### config.mk
export PLATFORM = sky130hd
export DESIGN_NAME = axi4_lite_slave_regfile_flat
export DESIGN_NICKNAME = d
export VERILOG_FILES = /design/src/rtl/axi4_lite_slave_regfile_if.sv /design/src/rtl/axi4_lite_slave_regfile.sv /design/src/flat_wrapper.sv
export SDC_FILE = /design/constraint.sdc
export NUM_CORES = 1
export LEC_CHECK = 0
export CAP_MARGIN = 25
export CORE_AREA = 2 2 276 278
export CTS_CLUSTER_DIAMETER = 200
export CTS_CLUSTER_SIZE = 28
export DETAILED_ROUTE_END_ITERATION = 10
export DIE_AREA = 0 0 278 280
export HOLD_SLACK_MARGIN = 0.03
export PLACE_DENSITY = 0.67
export SLEW_MARGIN = 20
export SYNTH_ARGS = -nofsm -noshare
export SYNTH_HDL_FRONTEND = slang
export SYNTH_SLANG_ARGS = --single-unit
### constraint.sdc
create_clock -name s_axi_aclk -period 2.5 [get_ports s_axi_aclk]
set_clock_uncertainty 0.1 [all_clocks]
set_input_delay 0.5 -clock s_axi_aclk [delete_from_list [all_inputs] [get_ports s_axi_aclk]]
set_output_delay 0.5 -clock s_axi_aclk [all_outputs]
set_load 0.01 [all_outputs]
### src/rtl/axi4_lite_slave_regfile_if.sv
// AXI4-Lite bus bundle between a master and the register-file slave.
// Handshake rule for every channel: a beat transfers on the rising edge where
// VALID and READY are both 1; the source holds VALID and its payload stable
// until that edge, and READY may rise or fall freely while VALID is low.
interface axi4_lite_slave_regfile_if #(
    parameter int ADDR_W = 32,
    parameter int DATA_W = 32
);
    logic [ADDR_W-1:0] S_AXI_AWADDR;
    logic              S_AXI_AWVALID;
    logic              S_AXI_AWREADY;
    logic [DATA_W-1:0] S_AXI_WDATA;
    logic [3:0]        S_AXI_WSTRB;
    logic              S_AXI_WVALID;
    logic              S_AXI_WREADY;
    logic [1:0]        S_AXI_BRESP;
    logic              S_AXI_BVALID;
    logic              S_AXI_BREADY;
    logic [ADDR_W-1:0] S_AXI_ARADDR;
    logic              S_AXI_ARVALID;
    logic              S_AXI_ARREADY;
    logic [DATA_W-1:0] S_AXI_RDATA;
    logic [1:0]        S_AXI_RRESP;
    logic              S_AXI_RVALID;
    logic              S_AXI_RREADY;

    modport master (
        output S_AXI_AWADDR, S_AXI_AWVALID, S_AXI_WDATA, S_AXI_WSTRB, S_AXI_WVALID,
        output S_AXI_BREADY, S_AXI_ARADDR, S_AXI_ARVALID, S_AXI_RREADY,
        input  S_AXI_AWREADY, S_AXI_WREADY, S_AXI_BRESP, S_AXI_BVALID,
        input  S_AXI_ARREADY, S_AXI_RDATA, S_AXI_RRESP, S_AXI_RVALID
    );

    modport slave (
        input  S_AXI_AWADDR, S_AXI_AWVALID, S_AXI_WDATA, S_AXI_WSTRB, S_AXI_WVALID,
        input  S_AXI_BREADY, S_AXI_ARADDR, S_AXI_ARVALID, S_AXI_RREADY,
        output S_AXI_AWREADY, S_AXI_WREADY, S_AXI_BRESP, S_AXI_BVALID,
        output S_AXI_ARREADY, S_AXI_RDATA, S_AXI_RRESP, S_AXI_RVALID
    );
endinterface

### src/rtl/axi4_lite_slave_regfile.sv
// AXI4-Lite slave register bank. Register 0 reads back status_in and rejects
// writes; registers 1..NUM_REGS-1 are byte-writable control words exposed on
// regs_out with a one-cycle write pulse each. Write and read paths are two
// independent FSMs; their state is visible on the *_state_dbg outputs.
module axi4_lite_slave_regfile #(
    parameter int C_S_AXI_ADDR_WIDTH = 32,
    parameter int C_S_AXI_DATA_WIDTH = 32,
    parameter int NUM_REGS           = 16
) (
    input  logic                   s_axi_aclk,
    input  logic                   s_axi_aresetn,
    axi4_lite_slave_regfile_if.slave s_axi,
    input  logic [31:0]            status_in,
    output logic [NUM_REGS*32-1:0] regs_out,
    output logic [NUM_REGS-1:0]    reg_wr_pulse,
    output logic                   w_state_dbg,
    output logic                   r_state_dbg
);
    localparam int IDX_W  = $clog2(NUM_REGS);
    localparam int ADDR_W = C_S_AXI_ADDR_WIDTH;

    localparam logic [1:0] RESP_OKAY   = 2'b00;
    localparam logic [1:0] RESP_SLVERR = 2'b10;

    typedef enum logic { W_IDLE = 1'b0, W_RESP = 1'b1 } w_state_e;
    typedef enum logic { R_IDLE = 1'b0, R_DATA = 1'b1 } r_state_e;

    // ---------------- write path state ----------------
    w_state_e          w_state_q, w_state_d;
    logic              awready_q, awready_d;
    logic              wready_q,  wready_d;
    logic              aw_done_q, aw_done_d;
    logic              w_done_q,  w_done_d;
    logic [ADDR_W-1:0] awaddr_q,  awaddr_d;
    logic [31:0]       wdata_q,   wdata_d;
    logic [3:0]        wstrb_q,   wstrb_d;
    logic              bvalid_q,  bvalid_d;
    logic [1:0]        bresp_q,   bresp_d;

    // ---------------- read path state ----------------
    r_state_e          r_state_q, r_state_d;
    logic              arready_q, arready_d;
    logic              rvalid_q,  rvalid_d;
    logic [31:0]       rdata_q,   rdata_d;
    logic [1:0]        rresp_q,   rresp_d;

    // ---------------- register bank ----------------
    logic [31:0]         regs_q [NUM_REGS];
    logic [31:0]         regs_d [NUM_REGS];
    logic [NUM_REGS-1:0] wr_pulse_q, wr_pulse_d;

    logic aw_fire, w_fire, ar_fire, commit;
    assign aw_fire = s_axi.S_AXI_AWVALID && awready_q;
    assign w_fire  = s_axi.S_AXI_WVALID  && wready_q;
    assign ar_fire = s_axi.S_AXI_ARVALID && arready_q;

    // The commit uses whichever copy of AW/W is current: the live bus beat if
    // it is being accepted on this edge, otherwise the one latched earlier.
    logic [ADDR_W-1:0] cm_addr;
    logic [31:0]       cm_data;
    logic [3:0]        cm_strb;
    logic [IDX_W-1:0]  cm_idx;
    logic              cm_ok;
    assign cm_addr = aw_fire ? s_axi.S_AXI_AWADDR : awaddr_q;
    assign cm_data = w_fire  ? s_axi.S_AXI_WDATA  : wdata_q;
    assign cm_strb = w_fire  ? s_axi.S_AXI_WSTRB  : wstrb_q;
    assign cm_idx  = cm_addr[IDX_W+1:2];
    assign cm_ok   = !(|cm_addr[ADDR_W-1:IDX_W+2]) && (cm_idx != '0);

    logic [IDX_W-1:0] ar_idx;
    logic             ar_oor;
    assign ar_idx = s_axi.S_AXI_ARADDR[IDX_W+1:2];
    assign ar_oor = |s_axi.S_AXI_ARADDR[ADDR_W-1:IDX_W+2];

    // Byte-offset bits never select anything; fold them away here.
    logic unused_addr_bits;
    assign unused_addr_bits = ^{cm_addr[1:0], s_axi.S_AXI_ARADDR[1:0]};

    // Write FSM next-state: collect AW and W in any order, commit on the second.
    always_comb begin
        w_state_d = w_state_q;
        awready_d = awready_q;
        wready_d  = wready_q;
        aw_done_d = aw_done_q;
        w_done_d  = w_done_q;
        awaddr_d  = awaddr_q;
        wdata_d   = wdata_q;
        wstrb_d   = wstrb_q;
        bvalid_d  = bvalid_q;
        bresp_d   = bresp_q;
        commit    = 1'b0;
        case (w_state_q)
            W_IDLE: begin
                if (aw_fire) begin
                    aw_done_d = 1'b1;
                    awaddr_d  = s_axi.S_AXI_AWADDR;
                end
                if (w_fire) begin
                    w_done_d = 1'b1;
                    wdata_d  = s_axi.S_AXI_WDATA;
                    wstrb_d  = s_axi.S_AXI_WSTRB;
                end
                if (aw_done_d && w_done_d) begin
                    commit    = 1'b1;
                    w_state_d = W_RESP;
                    bvalid_d  = 1'b1;
                    bresp_d   = cm_ok ? RESP_OKAY : RESP_SLVERR;
                    awready_d = 1'b0;
                    wready_d  = 1'b0;
                    aw_done_d = 1'b0;
                    w_done_d  = 1'b0;
                end else begin
                    // Ready rises out of reset and drops once its beat is held.
                    awready_d = !aw_done_d;
                    wready_d  = !w_done_d;
                end
            end
            W_RESP: begin
                if (s_axi.S_AXI_BREADY) begin
                    w_state_d = W_IDLE;
                    bvalid_d  = 1'b0;
                    bresp_d   = RESP_OKAY;
                    awready_d = 1'b1;
                    wready_d  = 1'b1;
                end
            end
            default: w_state_d = W_IDLE;
        endcase
    end

    // Write FSM registers.
    always_ff @(posedge s_axi_aclk or negedge s_axi_aresetn) begin
        if (!s_axi_aresetn) begin
            w_state_q <= W_IDLE;
            awready_q <= 1'b0;
            wready_q  <= 1'b0;
            aw_done_q <= 1'b0;
            w_done_q  <= 1'b0;
            awaddr_q  <= '0;
            wdata_q   <= '0;
            wstrb_q   <= '0;
            bvalid_q  <= 1'b0;
            bresp_q   <= RESP_OKAY;
        end else begin
            w_state_q <= w_state_d;
            awready_q <= awready_d;
            wready_q  <= wready_d;
            aw_done_q <= aw_done_d;
            w_done_q  <= w_done_d;
            awaddr_q  <= awaddr_d;
            wdata_q   <= wdata_d;
            wstrb_q   <= wstrb_d;
            bvalid_q  <= bvalid_d;
            bresp_q   <= bresp_d;
        end
    end

    // Register bank update: byte-masked write and pulse on an accepted commit.
    always_comb begin
        regs_d     = regs_q;
        wr_pulse_d = '0;
        if (commit && cm_ok) begin
            for (int b = 0; b < 4; b++) begin
                if (cm_strb[b]) begin
                    regs_d[cm_idx][8*b +: 8] = cm_data[8*b +: 8];
                end
            end
            wr_pulse_d[cm_idx] = 1'b1;
        end
    end

    // Register bank storage.
    always_ff @(posedge s_axi_aclk or negedge s_axi_aresetn) begin
        if (!s_axi_aresetn) begin
            for (int k = 0; k < NUM_REGS; k++) begin
                regs_q[k] <= '0;
            end
            wr_pulse_q <= '0;
        end else begin
            regs_q     <= regs_d;
            wr_pulse_q <= wr_pulse_d;
        end
    end

    // Read FSM next-state: capture data at the AR handshake, hold until RREADY.
    // regs_q is the pre-commit value, so a same-edge write is not visible.
    always_comb begin
        r_state_d = r_state_q;
        arready_d = arready_q;
        rvalid_d  = rvalid_q;
        rdata_d   = rdata_q;
        rresp_d   = rresp_q;
        case (r_state_q)
            R_IDLE: begin
                arready_d = 1'b1;
                if (ar_fire) begin
                    r_state_d = R_DATA;
                    rvalid_d  = 1'b1;
                    arready_d = 1'b0;
                    if (ar_oor) begin
                        rdata_d = '0;
                        rresp_d = RESP_SLVERR;
                    end else begin
                        rdata_d = (ar_idx == '0) ? status_in : regs_q[ar_idx];
                        rresp_d = RESP_OKAY;
                    end
                end
            end
            R_DATA: begin
                if (s_axi.S_AXI_RREADY) begin
                    r_state_d = R_IDLE;
                    rvalid_d  = 1'b0;
                    arready_d = 1'b1;
                end
            end
            default: r_state_d = R_IDLE;
        endcase
    end

    // Read FSM registers.
    always_ff @(posedge s_axi_aclk or negedge s_axi_aresetn) begin
        if (!s_axi_aresetn) begin
            r_state_q <= R_IDLE;
            arready_q <= 1'b0;
            rvalid_q  <= 1'b0;
            rdata_q   <= '0;
            rresp_q   <= RESP_OKAY;
        end else begin
            r_state_q <= r_state_d;
            arready_q <= arready_d;
            rvalid_q  <= rvalid_d;
            rdata_q   <= rdata_d;
            rresp_q   <= rresp_d;
        end
    end

    // Flat register view; slice 0 is the status word and is not stored here.
    for (genvar k = 0; k < NUM_REGS; k++) begin : g_regs_out
        if (k == 0) begin : g_zero
            assign regs_out[31:0] = '0;
        end else begin : g_reg
            assign regs_out[32*k +: 32] = regs_q[k];
        end
    end

    assign s_axi.S_AXI_AWREADY = awready_q;
    assign s_axi.S_AXI_WREADY  = wready_q;
    assign s_axi.S_AXI_BVALID  = bvalid_q;
    assign s_axi.S_AXI_BRESP   = bresp_q;
    assign s_axi.S_AXI_ARREADY = arready_q;
    assign s_axi.S_AXI_RVALID  = rvalid_q;
    assign s_axi.S_AXI_RDATA   = rdata_q;
    assign s_axi.S_AXI_RRESP   = rresp_q;
    assign reg_wr_pulse        = wr_pulse_q;
    assign w_state_dbg         = w_state_q;
    assign r_state_dbg         = r_state_q;
endmodule

### src/flat_wrapper.sv
// flat-port wrapper written by rule: the top's interface ports become plain ports
module axi4_lite_slave_regfile_flat 
#(
    parameter int C_S_AXI_ADDR_WIDTH = 32,
    parameter int C_S_AXI_DATA_WIDTH = 32,
    parameter int NUM_REGS           = 16
)
  (s_axi_aclk, s_axi_aresetn, status_in, regs_out, reg_wr_pulse, w_state_dbg, r_state_dbg, s_axi_S_AXI_AWADDR, s_axi_S_AXI_AWVALID, s_axi_S_AXI_WDATA, s_axi_S_AXI_WSTRB, s_axi_S_AXI_WVALID, s_axi_S_AXI_BREADY, s_axi_S_AXI_ARADDR, s_axi_S_AXI_ARVALID, s_axi_S_AXI_RREADY, s_axi_S_AXI_AWREADY, s_axi_S_AXI_WREADY, s_axi_S_AXI_BRESP, s_axi_S_AXI_BVALID, s_axi_S_AXI_ARREADY, s_axi_S_AXI_RDATA, s_axi_S_AXI_RRESP, s_axi_S_AXI_RVALID);
  axi4_lite_slave_regfile_if #(.ADDR_W(32), .DATA_W(32)) s_axi_i ();
  input  logic s_axi_aclk;
  input  logic s_axi_aresetn;
  input  logic [31:0] status_in;
  output logic [NUM_REGS*32-1:0] regs_out;
  output logic [NUM_REGS-1:0] reg_wr_pulse;
  output logic w_state_dbg;
  output logic r_state_dbg;
  input wire logic [$bits(s_axi_i.S_AXI_AWADDR)-1:0] s_axi_S_AXI_AWADDR;
  input wire logic [$bits(s_axi_i.S_AXI_AWVALID)-1:0] s_axi_S_AXI_AWVALID;
  input wire logic [$bits(s_axi_i.S_AXI_WDATA)-1:0] s_axi_S_AXI_WDATA;
  input wire logic [$bits(s_axi_i.S_AXI_WSTRB)-1:0] s_axi_S_AXI_WSTRB;
  input wire logic [$bits(s_axi_i.S_AXI_WVALID)-1:0] s_axi_S_AXI_WVALID;
  input wire logic [$bits(s_axi_i.S_AXI_BREADY)-1:0] s_axi_S_AXI_BREADY;
  input wire logic [$bits(s_axi_i.S_AXI_ARADDR)-1:0] s_axi_S_AXI_ARADDR;
  input wire logic [$bits(s_axi_i.S_AXI_ARVALID)-1:0] s_axi_S_AXI_ARVALID;
  input wire logic [$bits(s_axi_i.S_AXI_RREADY)-1:0] s_axi_S_AXI_RREADY;
  output wire logic [$bits(s_axi_i.S_AXI_AWREADY)-1:0] s_axi_S_AXI_AWREADY;
  output wire logic [$bits(s_axi_i.S_AXI_WREADY)-1:0] s_axi_S_AXI_WREADY;
  output wire logic [$bits(s_axi_i.S_AXI_BRESP)-1:0] s_axi_S_AXI_BRESP;
  output wire logic [$bits(s_axi_i.S_AXI_BVALID)-1:0] s_axi_S_AXI_BVALID;
  output wire logic [$bits(s_axi_i.S_AXI_ARREADY)-1:0] s_axi_S_AXI_ARREADY;
  output wire logic [$bits(s_axi_i.S_AXI_RDATA)-1:0] s_axi_S_AXI_RDATA;
  output wire logic [$bits(s_axi_i.S_AXI_RRESP)-1:0] s_axi_S_AXI_RRESP;
  output wire logic [$bits(s_axi_i.S_AXI_RVALID)-1:0] s_axi_S_AXI_RVALID;
  assign s_axi_i.S_AXI_AWADDR = s_axi_S_AXI_AWADDR;
  assign s_axi_i.S_AXI_AWVALID = s_axi_S_AXI_AWVALID;
  assign s_axi_i.S_AXI_WDATA = s_axi_S_AXI_WDATA;
  assign s_axi_i.S_AXI_WSTRB = s_axi_S_AXI_WSTRB;
  assign s_axi_i.S_AXI_WVALID = s_axi_S_AXI_WVALID;
  assign s_axi_i.S_AXI_BREADY = s_axi_S_AXI_BREADY;
  assign s_axi_i.S_AXI_ARADDR = s_axi_S_AXI_ARADDR;
  assign s_axi_i.S_AXI_ARVALID = s_axi_S_AXI_ARVALID;
  assign s_axi_i.S_AXI_RREADY = s_axi_S_AXI_RREADY;
  assign s_axi_S_AXI_AWREADY = s_axi_i.S_AXI_AWREADY;
  assign s_axi_S_AXI_WREADY = s_axi_i.S_AXI_WREADY;
  assign s_axi_S_AXI_BRESP = s_axi_i.S_AXI_BRESP;
  assign s_axi_S_AXI_BVALID = s_axi_i.S_AXI_BVALID;
  assign s_axi_S_AXI_ARREADY = s_axi_i.S_AXI_ARREADY;
  assign s_axi_S_AXI_RDATA = s_axi_i.S_AXI_RDATA;
  assign s_axi_S_AXI_RRESP = s_axi_i.S_AXI_RRESP;
  assign s_axi_S_AXI_RVALID = s_axi_i.S_AXI_RVALID;
  axi4_lite_slave_regfile #(.C_S_AXI_ADDR_WIDTH(C_S_AXI_ADDR_WIDTH), .C_S_AXI_DATA_WIDTH(C_S_AXI_DATA_WIDTH), .NUM_REGS(NUM_REGS)) u_core (.s_axi_aclk(s_axi_aclk), .s_axi_aresetn(s_axi_aresetn), .s_axi(s_axi_i), .status_in(status_in), .regs_out(regs_out), .reg_wr_pulse(reg_wr_pulse), .w_state_dbg(w_state_dbg), .r_state_dbg(r_state_dbg));
endmodule
# Yosys cells after proc, flatten, opt, wreduce, memory -nomap -nowiden
# Cells that the tools add are included.
word_totals:
  out_inout_bits: 571
  reg_bits: 641
  elab_cells: 127
  in_bits: 139
op_classes:
  muxes: 62
  magnitude_cmp: 5
  eq_ne: 4
  bitwise: 4
  n_reduce_logical: 19
op_table:
  columns: ["op", "n"]
  rows:
  - ["512-bit 2-to-1 mux", 7]
  - ["512-bit bitwise mux", 4]
  - ["32-bit demux with 4-bit select", 4]
  - ["32-bit 2-to-1 mux", 7]
  - ["32-bit binary-select mux with 4-bit select", 1]
  - ["26-bit OR reduction", 2]
  - ["16-bit 2-to-1 mux", 2]
  - ["24-bit 2-to-1 mux", 1]
  - ["1-bit 2-to-1 mux", 21]
  - ["1-bit one-hot mux with 2 select lines", 7]
  - ["5-bit greater-or-equal comparator (second input constant)", 2]
  - ["4-bit NOT with 5-bit output", 2]
  - ["1-bit logical AND", 8]
  - ["2-bit 2-to-1 mux", 4]
  - ["8-bit 2-to-1 mux", 1]
  - ["2-bit AND reduction", 4]
  - ["4-bit by 5-bit < comparator with 1-bit output (second input constant)", 1]
  - ["5-bit by 1-bit < comparator with 1-bit output (second input constant)", 1]
  - ["1-bit demux with 4-bit select", 1]
  - ["4-bit by 1-bit greater-or-equal comparator with 1-bit output (second input constant)", 1]
  - ["4-bit logical NOT", 1]
  - ["4-bit 2-to-1 mux", 1]
  - ["2-bit by 1-bit inequality test with 1-bit output (second input constant)", 2]
  - ["2-bit inequality test (second input constant)", 2]
  - ["other kinds (4)", 7]

# Longest topological paths before layout
# Gate-level depths: netlist of run 1.
logic_depth:
  depth_word: 18
  depth_mapped: 9
  mapped_depth_nobuf: 5

# Least setup slack after synthesis of run 1
# Ideal clock, no wire load.
synth_path:
  kind: "input port to flip-flop"
  start: "input port s_axi_S_AXI_ARADDR[29]"
  end: "register u_core.rdata_q[20], in the netlist u_core.s_axi.S_AXI_RDATA[20]"
  stages: 6
  setup_ns: 0.090
  t_required_ns: 2.310
  setup_slack_ns: -0.021
  n_path_buf: 2
  t_arrival_ns: 2.330
  cell_sequence: "or4_1 -> or4_1 -> buf_2 -> or3_4 -> buf_6 -> o221ai_1"
synth_via:
  elab_chain_len: 2
synth_lines:
  columns: ["element", "line_no", "rtl"]
  rows:
  - ["start, declared", "flat_wrapper.sv:23", "input wire logic [$bits(s_axi_i.S_AXI_ARADDR)-1:0] s_axi_S_AXI_ARADDR;"]
  - ["26-bit OR reduction", "axi4_lite_slave_regfile.sv:73", "assign ar_oor = |s_axi.S_AXI_ARADDR[ADDR_W-1:IDX_W+2];"]
  - ["32-bit 2-to-1 mux", "axi4_lite_slave_regfile.sv:200", "if (ar_oor) begin"]
  - ["end signal, assigned", "axi4_lite_slave_regfile.sv:232", "rdata_q <= rdata_d;"]
  - ["end, declared", "axi4_lite_slave_regfile.sv:44", "logic [31:0] rdata_q, rdata_d;"]
# No other way between the ends.
# A chain may end at the register's enable or synchronous reset.

# Worst setup path after layout of run 1
layout_path:
  start: "input port s_axi_S_AXI_ARADDR[28]"
  end: "register u_core.rdata_q[3], in the netlist u_core.s_axi.S_AXI_RDATA[3]"
# The elaborated chain is that of the path after synthesis.

==> results of run 1 <==
==> per-layer routing <==
layer / track usage (%) / vias to the layer above
met5: 0 / -
met4: 6.570 / 8
met3: 6.287 / 134
met2: 45.42 / 793
met1: 33.35 / 10820
li1: - / 8523
==> logic make-up after synthesis <==
group	count (synthesis)
other	1
muxes	772
buffers and inverters	673
and+or+nand+nor	197
DFF	636
AOI/OAI and AO/OA	93
==> layout make-up <==
class	instances	area [um2]	share of cell area, %
inverter	6	22.52	0.05815
tap	978	1224	3.160
multi-input combinational	1097	12060	31.15
sequential	636	15920	41.09
clock buffer	27	675.6	1.745
timing repair buffer	874	8813	22.76
antenna	2	5.005	0.01292
clock inverter	1	8.758	0.02261
==> final timing paths <==
kind	start	to	slack (ps)	cells after the start
max in group asynchronous	s_axi_aresetn	u_core.regs_q[489]	1060	3
max reg2reg	u_core.awaddr_q[17]	u_core.regs_out[434]	80	8
min reg2reg	u_core.regs_q[485]	u_core.regs_q[485]	290	0
max	s_axi_S_AXI_ARADDR[28]	u_core.s_axi.S_AXI_RDATA[3]	30	6
min	u_core.regs_q[485]	u_core.regs_q[485]	290	0
min in group asynchronous	s_axi_aresetn	u_core.s_axi.S_AXI_RVALID	320	2
==> critical path: cells and delay by family <==
kind	cells	cell delay (ps)
AND/OR/NAND/NOR	3	1510
buffers and inverters	2	610
AO/OA/AOI/OAI	1	220
==> power by group <==
| group | internal, mW | total [mW] | leakage [nW] | switching (mW) |
|---|---|---|---|---|
| combinational | 2.03 | 5.18 | 8.51 | 3.15 |
| clock | 1.95 | 5.19 | 0.337 | 3.25 |
| sequential | 10.9 | 11.3 | 8.71 | 0.379 |
| total | 14.9 | 21.7 | 17.6 | 6.77 |
==> flip-flops by register name (all words and copies together), names as in the netlist, 4 cells and up <==
signal and cells:
u_core.reg_wr_pulse 16, u_core.awaddr_q 30, u_core.regs_q 31, u_core.wdata_q 32, u_core.wstrb_q 4, u_core.regs_out 480, u_core.s_axi.S_AXI_RDATA 32
==> synthesized netlist by cell type (5+ instances only) <==
cell type	n
dfrtp_1	636
mux2_2	609
buf_4	514
mux4_2	127
clkbuf_1	103
nand4_1	63
nor2_1	44
nand2_1	40
mux2i_1	36
buf_2	35
a22oi_1	31
o221ai_1	30
nor4_1	15
buf_1	12
a21oi_1	7
inv_1	6
nand3_1	6
and4_1	5
==> timing repair <==
item | 4_1_cts | 5_1_grt
setup endpoints to repair | 31 | 107
hold buffers | 1 | 0
endpoints found under the hold margin | 28 | 0
buffers inserted | 0 | 2
cloned | 0 | 1
pin swaps | 0 | 1
gates resized for setup | 1 | 11
==> run summary, run 1 <==
kind of start point of the critical path = primary input
final non-filler cell total = 3621
drt pass-1 iters = 7
Final Util = 51.51%
DRC violation count after routing = 0
count of cell types in the netlist = 43
CTS Buf Count = 26
RSZ-0062 raised after global routing = true
post-synthesis async set-or-reset flop share = 100.0%
met2 WL = 52370 um
post-route cell area = 38730 um2
outcome = completed
ys flop type = dfrtp_1
total wire length = 104400 um
CTS tree = yes
vias in the first global route = 21340
vias per cell = 5.600
crit path time final = 2466 ps
power density cells = 559.1 nW/um2
Routed Antenna Nets = 0
mux share of post-synthesis cell area = 31.22%
chip width = 278 um
met3 wire len = 7756 um
die area = 77840 um2
worst slack, placed = -813.5 ps
CP cell instances = clkdlybuf4s50_1, or4_1, or4_4, or3_4, buf_12, o221ai_1
WHS = 285.5 ps
Rows = 101
worst vdd ir = 632.4 uV
final slew viol count = 0
final setup violation count = 0
Filler cells = 6302
Initial Util = 42.94%
#FFs+latches synth = 636
Post-synth EDFFs = 0
io pins = 710
Critical Path Max Stage Delay = 580 ps
area fraction in compound gates after synthesis = 2.240%
GRT Util Overall = 26.32%
final net count = 2780
slowest CP cell = or4_4
XOR/XNOR Fraction of Synth Area = 0%
Setup WS post-layout = 34.11 ps
crit path max fanout = 21
Synth area leader = dfrtp_1
f_max = 405.5 MHz
clock slew at reported path FFs = 110 ps
Post-Synth Adder-Cell Area = 0%
cell count after synthesis = 2372
CTS root buf = clkbuf_16
area grow syn2layout = 19.96%
most common cell after layout, fill and taps aside = clkdlybuf4s50_1
final hold vios = 0
commonest non-fill, non-tap cells in the layout = 666 x clkdlybuf4s50_1, 636 x dfrtp_1, 609 x mux2_2, 156 x buf_4, 127 x mux4_2
die height = 280 um
top post-synthesis cells by area = dfrtp_1 49%, mux2_2 21%, buf_4 12%
Critical Path End Type = register
post-synthesis sequential area ratio = 49.30%
number of DRC markers in iteration 0 = 1511
Synth Warn # = 0
Metal-1 WL = 41380 um
Worst EP required = 2930 ps
worst-margin pin slew = 636.9 ps
Avg WL per Cell = 28.82 um
CTS Sinks = 636
Placer Congestion = 0.8787
core region area = 75190 um2
port buffer count = 671
Setup TNS = 0 ps
dpl cells = 3587
final period utilization = 98.64%
Avg Cell Area, Syn = 13.61 um2
highest metal used = met5
mapped cell area = 32280 um2
global route overflow = 0
Setup CP Type = in2reg
H-tree Lvls = 1
Vias = 20280
layout cells sized above 1 = 37.64%
Lkg Pwr = 17.56 nW
worst min path class = reg2reg
first-pass GRT wire length = 150800 um
Longest Clk Path Bufs = 3
largest family of logic cells by synthesized area = multiplexers
maxcap violations = 0
Placed Area = 37940 um2
arrival time worst endpoint = 2900 ps
Clock Latency Late Sink = 620 ps
largest net degree at the start of global routing = 83
Overall Power = 21.65 mW
top-area cell type share of the netlist area = 49.30%
Synth Area in Simple Gates = 3.228%
detailed placement HPWL = 77260 um
Slew headroom = 57.54%
initial antenna violation count = 7
(Power assumes the default switching activity.)
==> inputs of run 2 (changes only) <==
--- a/config.mk
+++ b/config.mk
@@ -12,7 +12,7 @@
 export DETAILED_ROUTE_END_ITERATION = 10
 export DIE_AREA = 0 0 278 280
 export HOLD_SLACK_MARGIN = 0.03
-export PLACE_DENSITY = 0.67
+export PLACE_DENSITY = 0.7
 export SLEW_MARGIN = 20
 export SYNTH_ARGS = -nofsm -noshare
 export SYNTH_HDL_FRONTEND = slang
==> run 2 against run 1 <==
Against the previous run:
- hold slack got worse by 16 ps
- die area did not move
- critical path depth rose by 2
- highest routed layer unchanged
- sequential power barely moved
- clock power barely moved
- global-route usage barely moved
- fmax rose by 1.4%
- power rose by 0.39%
==> run summary, run 2 (synthesis gave the netlist of run 1 again) <==
outcome = completed
final period utilization = 97.30%
Vias = 20500
CTS Buf Count = 26
H-tree Lvls = 1
core region area = 75190 um2
family with the most delay on the worst path = simple AND/OR/NAND/NOR gates
commonest non-fill, non-tap cells in the layout = 666 x clkdlybuf4s50_1, 635 x dfrtp_1, 609 x mux2_2, 157 x buf_4, 127 x mux4_2
Setup CP Type = reg2reg
final net count = 2783
layout cells sized above 1 = 37.75%
global route overflow = 0
max reg flops = 480
CTS root buf = clkbuf_16
Routed Antenna Nets = 0
total wire length = 104700 um
die area = 77840 um2
Storage cell area = 15920 um2
GRT Util Overall = 26.32%
largest net degree at the start of global routing = 95
port buffer count = 671
final slew viol count = 0
initial antenna violation count = 6
first-pass GRT wire length = 151400 um
vias in the first global route = 21610
Worst EP required = 2910 ps
io pins = 710
Critical Path Max Stage Delay = 470 ps
chip width = 278 um
CP cell instances = and2_1, buf_4, o31a_1, buf_12, nor2_1, nand4_1, buf_4, mux2_2
Clock Latency Late Sink = 630 ps
number of DRC markers in iteration 0 = 1447
final hold vios = 0
worst path bufs/invs = 3
drt pass-1 iters = 5
Multi-input gate area = 12050 um2
crit path max fanout = 8
WHS = 269.0 ps
most common cell after layout, fill and taps aside = clkdlybuf4s50_1
R2R setup slack = 70 ps
Lkg Pwr = 17.61 nW
Rows = 101
Placer Congestion = 0.9177
Initial Util = 42.94%
worst min path class = in2async
crit path time final = 2433 ps
Filler cells = 6344
CTS Sinks = 636
most used cell, CP = buf_4
maxcap violations = 0
Slew headroom = 58.57%
detailed placement HPWL = 78130 um
power density cells = 560.4 nW/um2
Avg WL per Cell = 28.87 um
area grow syn2layout = 20.16%
vias per cell = 5.654
final setup violation count = 0
arrival time worst endpoint = 2840 ps
Longest Clk Path Bufs = 3
clock slew at reported path FFs = 120 ps
die height = 280 um
kind of start point of the critical path = register
worst-margin pin slew = 621.5 ps
Final Util = 51.60%
DRC violation count after routing = 0
f_max = 411.1 MHz
Critical Path End Type = register
CTS tree = yes
worst vdd ir = 528.9 uV
slowest CP cell = dfrtp_2
[run 2: cell types whose count changed in the layout (fill, tap and decap cells not counted), sizes merged]
cell and delta:
buf +3, clkbuf -1, diode +2, bufbuf +1
[run 2: per-stage QoR]
step / TNS (ps) / power, mW / cell area [um2] / worst slack, ps / cells
finish: 0 / 21.74 / 38790 / 67.46 / 3626
floorplan: 0 / 14.12 / 32420 / 4.141 / 2406
global placement: -228350 / 16.48 / 37980 / -602.8 / 3587
CTS: 0 / 21.89 / 38730 / 0.9885 / 3618
detailed placement: -241500 / 16.67 / 37980 / -646.4 / 3587
global route: -24.04 / 22.73 / 38790 / -7.728 / 3626
[run 2: what timing repair did]
action / 4_1_cts / 5_1_grt
gates resized for setup: 5 / 7
endpoints found under the setup margin: 209 / 195
pin swaps: 1 / 1
cloned: 1 / 0
hold buffers: 1 / 0
hold endpoints to repair: 25 / 0
buffers inserted: 1 / 4
[run 2: path summary, 6_finish.rpt]
check / start / endpoint / cells after the start
max in group asynchronous: s_axi_aresetn / u_core.regs_out[402] / 3
min in group s_axi_aclk: u_core.regs_q[490] / u_core.regs_q[490] / 0
worst min-delay path: s_axi_aresetn / u_core.regs_out[139] / 2
worst min register to register: u_core.regs_q[490] / u_core.regs_q[490] / 0
worst max-delay path: u_core.s_axi.S_AXI_AWREADY / u_core.regs_out[288] / 8
worst max register to register: u_core.s_axi.S_AXI_AWREADY / u_core.regs_out[288] / 8
[run 2: cell type report]
type / count / area share [%]
clock buffers: 27 / 1.742
multi-input cells: 1097 / 31.07
well taps: 978 / 3.154
repair buffers: 877 / 22.91
diodes: 4 / 0.02580
clock inverters: 1 / 0.02258
inverters: 6 / 0.05805
flip-flops and latches: 636 / 41.03
[run 2: where the power goes]
group / leakage, nW / switching, mW / internal [mW]
Sequential: 8.71 / 0.359 / 10.9
Clock: 0.337 / 3.27 / 1.95
Combinational: 8.56 / 3.23 / 2.03
Total: 17.6 / 6.86 / 14.9
[run 2: metal layers]
metal  share of wire (%)  wire [um]  vias to the layer above  GRT usage (%)
met1                  39      40830                    10880          32.83
li1                    -          -                     8538              -
met3                 7.0       7319                      174          5.213
met5               0.026         27                        -              0
met4                 3.3       3424                        4          8.233
met2                  51      53100                      905          46.09
==> edit 1 (config.mk and constraints of run 1) <==
Make the reset (`s_axi_aresetn`) synchronous in 3 clocked blocks.
--- a/src/rtl/axi4_lite_slave_regfile.sv
+++ b/src/rtl/axi4_lite_slave_regfile.sv
@@ -129,7 +129,7 @@
     end
 
     // Write FSM registers.
-    always_ff @(posedge s_axi_aclk or negedge s_axi_aresetn) begin
+    always_ff @(posedge s_axi_aclk) begin
         if (!s_axi_aresetn) begin
             w_state_q <= W_IDLE;
             awready_q <= 1'b0;
@@ -170,7 +170,7 @@
     end
 
     // Register bank storage.
-    always_ff @(posedge s_axi_aclk or negedge s_axi_aresetn) begin
+    always_ff @(posedge s_axi_aclk) begin
         if (!s_axi_aresetn) begin
             for (int k = 0; k < NUM_REGS; k++) begin
                 regs_q[k] <= '0;
@@ -218,7 +218,7 @@
     end
 
     // Read FSM registers.
-    always_ff @(posedge s_axi_aclk or negedge s_axi_aresetn) begin
+    always_ff @(posedge s_axi_aclk) begin
         if (!s_axi_aresetn) begin
             r_state_q <= R_IDLE;
             arready_q <= 1'b0;
Function: not settled (the Yosys comparison gave no result); the edit may change what the design does.
==> edit 1 against run 1 <==
Wire length grew 6.1%; area after synthesis shrank 3.2%; setup slack gained 2.9 ps; sequential cell count shrank 31; final area grew 1.5%; highest routed layer unchanged; largest cell class is now multi-input combinational cells; global-route usage grew 1.1 points.
Power is not compared: it rests on default switching activity, and its combinational part moved more than twofold at a synthesized area within 25%.
==> edit 1: results (changes against run 1) <==
status:
  status: "complete, no violations"
cells_and_area:
  inverters: 37  # +31
  buffers: 937  # +7.2%
  antenna_cells: 3  # +1
  clk_share_pct: 1.63  # -0.13 points
  nClkBuffers: 25  # -7.4%
  num-multi-input-gates: 1810  # +65%
  final_net_count: 3555  # +28%
  flops_and_latches: 605  # -4.9%
  signal_buffer_area_fraction_pct: 26.8  # +4.1 points
setup_path:
  cp.arrival_ps: 2860  # -40 ps
  max_stage_delay_ps: 540  # -40 ps
  setup.worst_path.start: "s_axi_S_AXI_AWADDR[22]"
  cp_max_fo: 8  # -62%
  r2r_setup_slack_ps: 100  # +20 ps
  r2r_end: "u_core.regs_out[222]"
synth:
  synthArstFlopShare_pct: 0  # -100 points
  synthTopCellsByArea: "dfxtp_1 39%, mux2i_1 17%, buf_4 12%"
  ys_seq_area_share_pct: 38.8  # -11 points
  ys_types: 56  # +30%
  synthTopCellsByCount: "681 x nand2_1, 605 x dfxtp_1, 521 x mux2i_1, 515 x buf_4, 160 x clkbuf_1"
grt:
  grt_max_degree: 116  # +40%
  grt_pass1_vias: 22800  # +6.7%
  grt_antenna_before_repair: 9  # +2
clock_tree:
  post_cts_resized: 20  # +19
  cts_hold_buf: 3  # +2
  cts_setup_buffers: 2  # +2
placement:
  hpwl_um: 81600  # +5.6%
  place_area_mm2: 0.0385  # +1.5%
  gp_congestion: 0.892  # +1.5%
timing:
  finalHoldWorstSlack_ps: 177  # -108 ps
  worst_pin_slew_ps: 594  # -43.3 ps
route:
  wl_per_cell_um: 25.2  # -13%
  drt-vias-per-instance: 5.34  # -4.6%
min_path:
  worstHoldStart: "s_axi_aresetn"
  hold-path-endpoint: "u_core.s_axi.S_AXI_RVALID"
-- edit 1: cell count changes after synthesis, sizes merged, moves of 59 or more --
cell,change
mux2,-573
dfxtp,+605
dfrtp,-636
mux2i,+485
nand2,+641
a21boi,+67
clkbuf,+59
-- edit 1: layer usage --
layer / part of all wire (%) / GRT usage (%) / wire, um / vias to the layer above
li1: - / - / - / 10800
met1: 41 / 34.4 / 45600 / 11700
met2: 50 / 48.4 / 55300 / 840
met3: 6.4 / 5.49 / 7100 / 151
met4: 2.5 / 6.36 / 2710 / 6
met5: 0.032 / 0 / 35 / -
-- edit 1: logic make-up after synthesis --
kind of cell    count (synthesis)  synth area share [%]
other cells                     1                0.0120
mux                           651                  24.8
simple gates                  850                  13.6
compound gates                274                  7.39
buf+inv                       760                  15.5
flops                         605                  38.8
-- edit 1: per-stage QoR --
step	cells	worst slack [ps]
final	4396	37.0
after global routing	4395	-7.44
after CTS	4393	2.18
after detailed placement	4361	-907
after global placement	4361	-916
after floorplan	3175	-232
==> edit 2 (config.mk and constraints of run 1) <==
Made on the original files. `rdata_q` no longer has a reset.
--- a/src/rtl/axi4_lite_slave_regfile.sv
+++ b/src/rtl/axi4_lite_slave_regfile.sv
@@ -223,15 +223,17 @@
             r_state_q <= R_IDLE;
             arready_q <= 1'b0;
             rvalid_q  <= 1'b0;
-            rdata_q   <= '0;
             rresp_q   <= RESP_OKAY;
         end else begin
             r_state_q <= r_state_d;
             arready_q <= arready_d;
             rvalid_q  <= rvalid_d;
-            rdata_q   <= rdata_d;
             rresp_q   <= rresp_d;
         end
+    end
+
+    always_ff @(posedge s_axi_aclk) begin
+        rdata_q <= rdata_d;
     end
 
     // Flat register view; slice 0 is the status word and is not stored here.
Check against the original RTL: not settled (the Yosys comparison gave no result); the edit may change what the design does.
==> edit 2 against run 1 <==
The run now ends with setup timing left; sequential cell count down 3; area after synthesis rose by 2.3%; final area grew 5.5%; first-iteration DRC count shrank 11%; register-to-register slack got worse by 130 ps; setup slack got worse by 85 ps; power increased by 4.7%; wire length grew 2.9%; sequential share of layout area down 1.9 points.
==> edit 2: results (changes against run 1) <==
placement:
  gp_congestion: 0.904  # +2.8%
  hpwl_um: 78400  # +1.5%
cells_and_area:
  drive_above_1_share_pct: 39.6  # +2.0 points
  final_cells: 3685  # +1.8%
setup_path:
  crit_type: "flop to flop"
  max_stage_delay_ps: 420  # -160 ps
  cp.arrival_ps: 2950  # +50 ps
  r2r_end: "u_core.regs_out[224]"
  reg2regPathDepth: 7  # -1
  reg2reg_from: "u_core.awaddr_q[31]"
timing:
  final.setup.tns_ps: -1730  # -1730 ps
  finalHoldWorstSlack_ps: 284  # -1.65 ps
  worst_slack_ps: -50.6  # -84.7 ps
  setup_viol: 119  # +119
route:
  wl_met2_um: 54400  # +3.9%
  totalWireLength_um: 107000  # +2.9%
  drt-vias-per-instance: 5.59  # about the same
  met1Wirelength_um: 42800  # +3.5%
  firstDrtPassIters: 5  # -2
clock_tree:
  cts_setup_buffers: 13  # +13
  post_cts_resized: 36  # +35
synth:
  synth_compound_area_share_pct: 2.85  # +0.61 points
  synth-edff-count: 32  # +32
  synth_mux_area_share_pct: 29.4  # -1.9 points
grt:
  track_usage_pct: 26.9  # +0.55 points
  grt_max_degree: 64  # -23%
status:
  status: "complete, but fails checks"
  violations: "setup timing"
power_and_ir_drop:
  vdd_drop_max_mv: 0.669  # +5.9%
edit 2: changes by cell type after synthesis, moves of 12 or more:
| cell | before | now |
|---|---|---|
| dfrtp_1 | 636 | 601 |
| nand3_2 | 0 | 12 |
| a22oi_1 | 31 | 56 |
| mux2i_1 | 36 | 16 |
| mux2_4 | 0 | 40 |
| nand4_4 | 0 | 43 |
| nand4_1 | 63 | 4 |
| o221ai_1 | 30 | 0 |
| nor2_1 | 44 | 73 |
| a21oi_1 | 7 | 63 |
| nand2_1 | 40 | 7 |
| mux2_2 | 609 | 545 |
| edfxtp_1 | 0 | 32 |
edit 2: layout make-up:
class                           instances  area (um^2)
Clock buffer                           40          724
Inverter                                3         11.3
Antenna cell                            4         10.0
Timing Repair Buffer                  917        10000
Sequential cell                       633        16000
Multi-Input combinational cell       1109        12800
Clock inverter                          1         16.3
Fill cell                            6071        34300
Tap cell                              978         1220
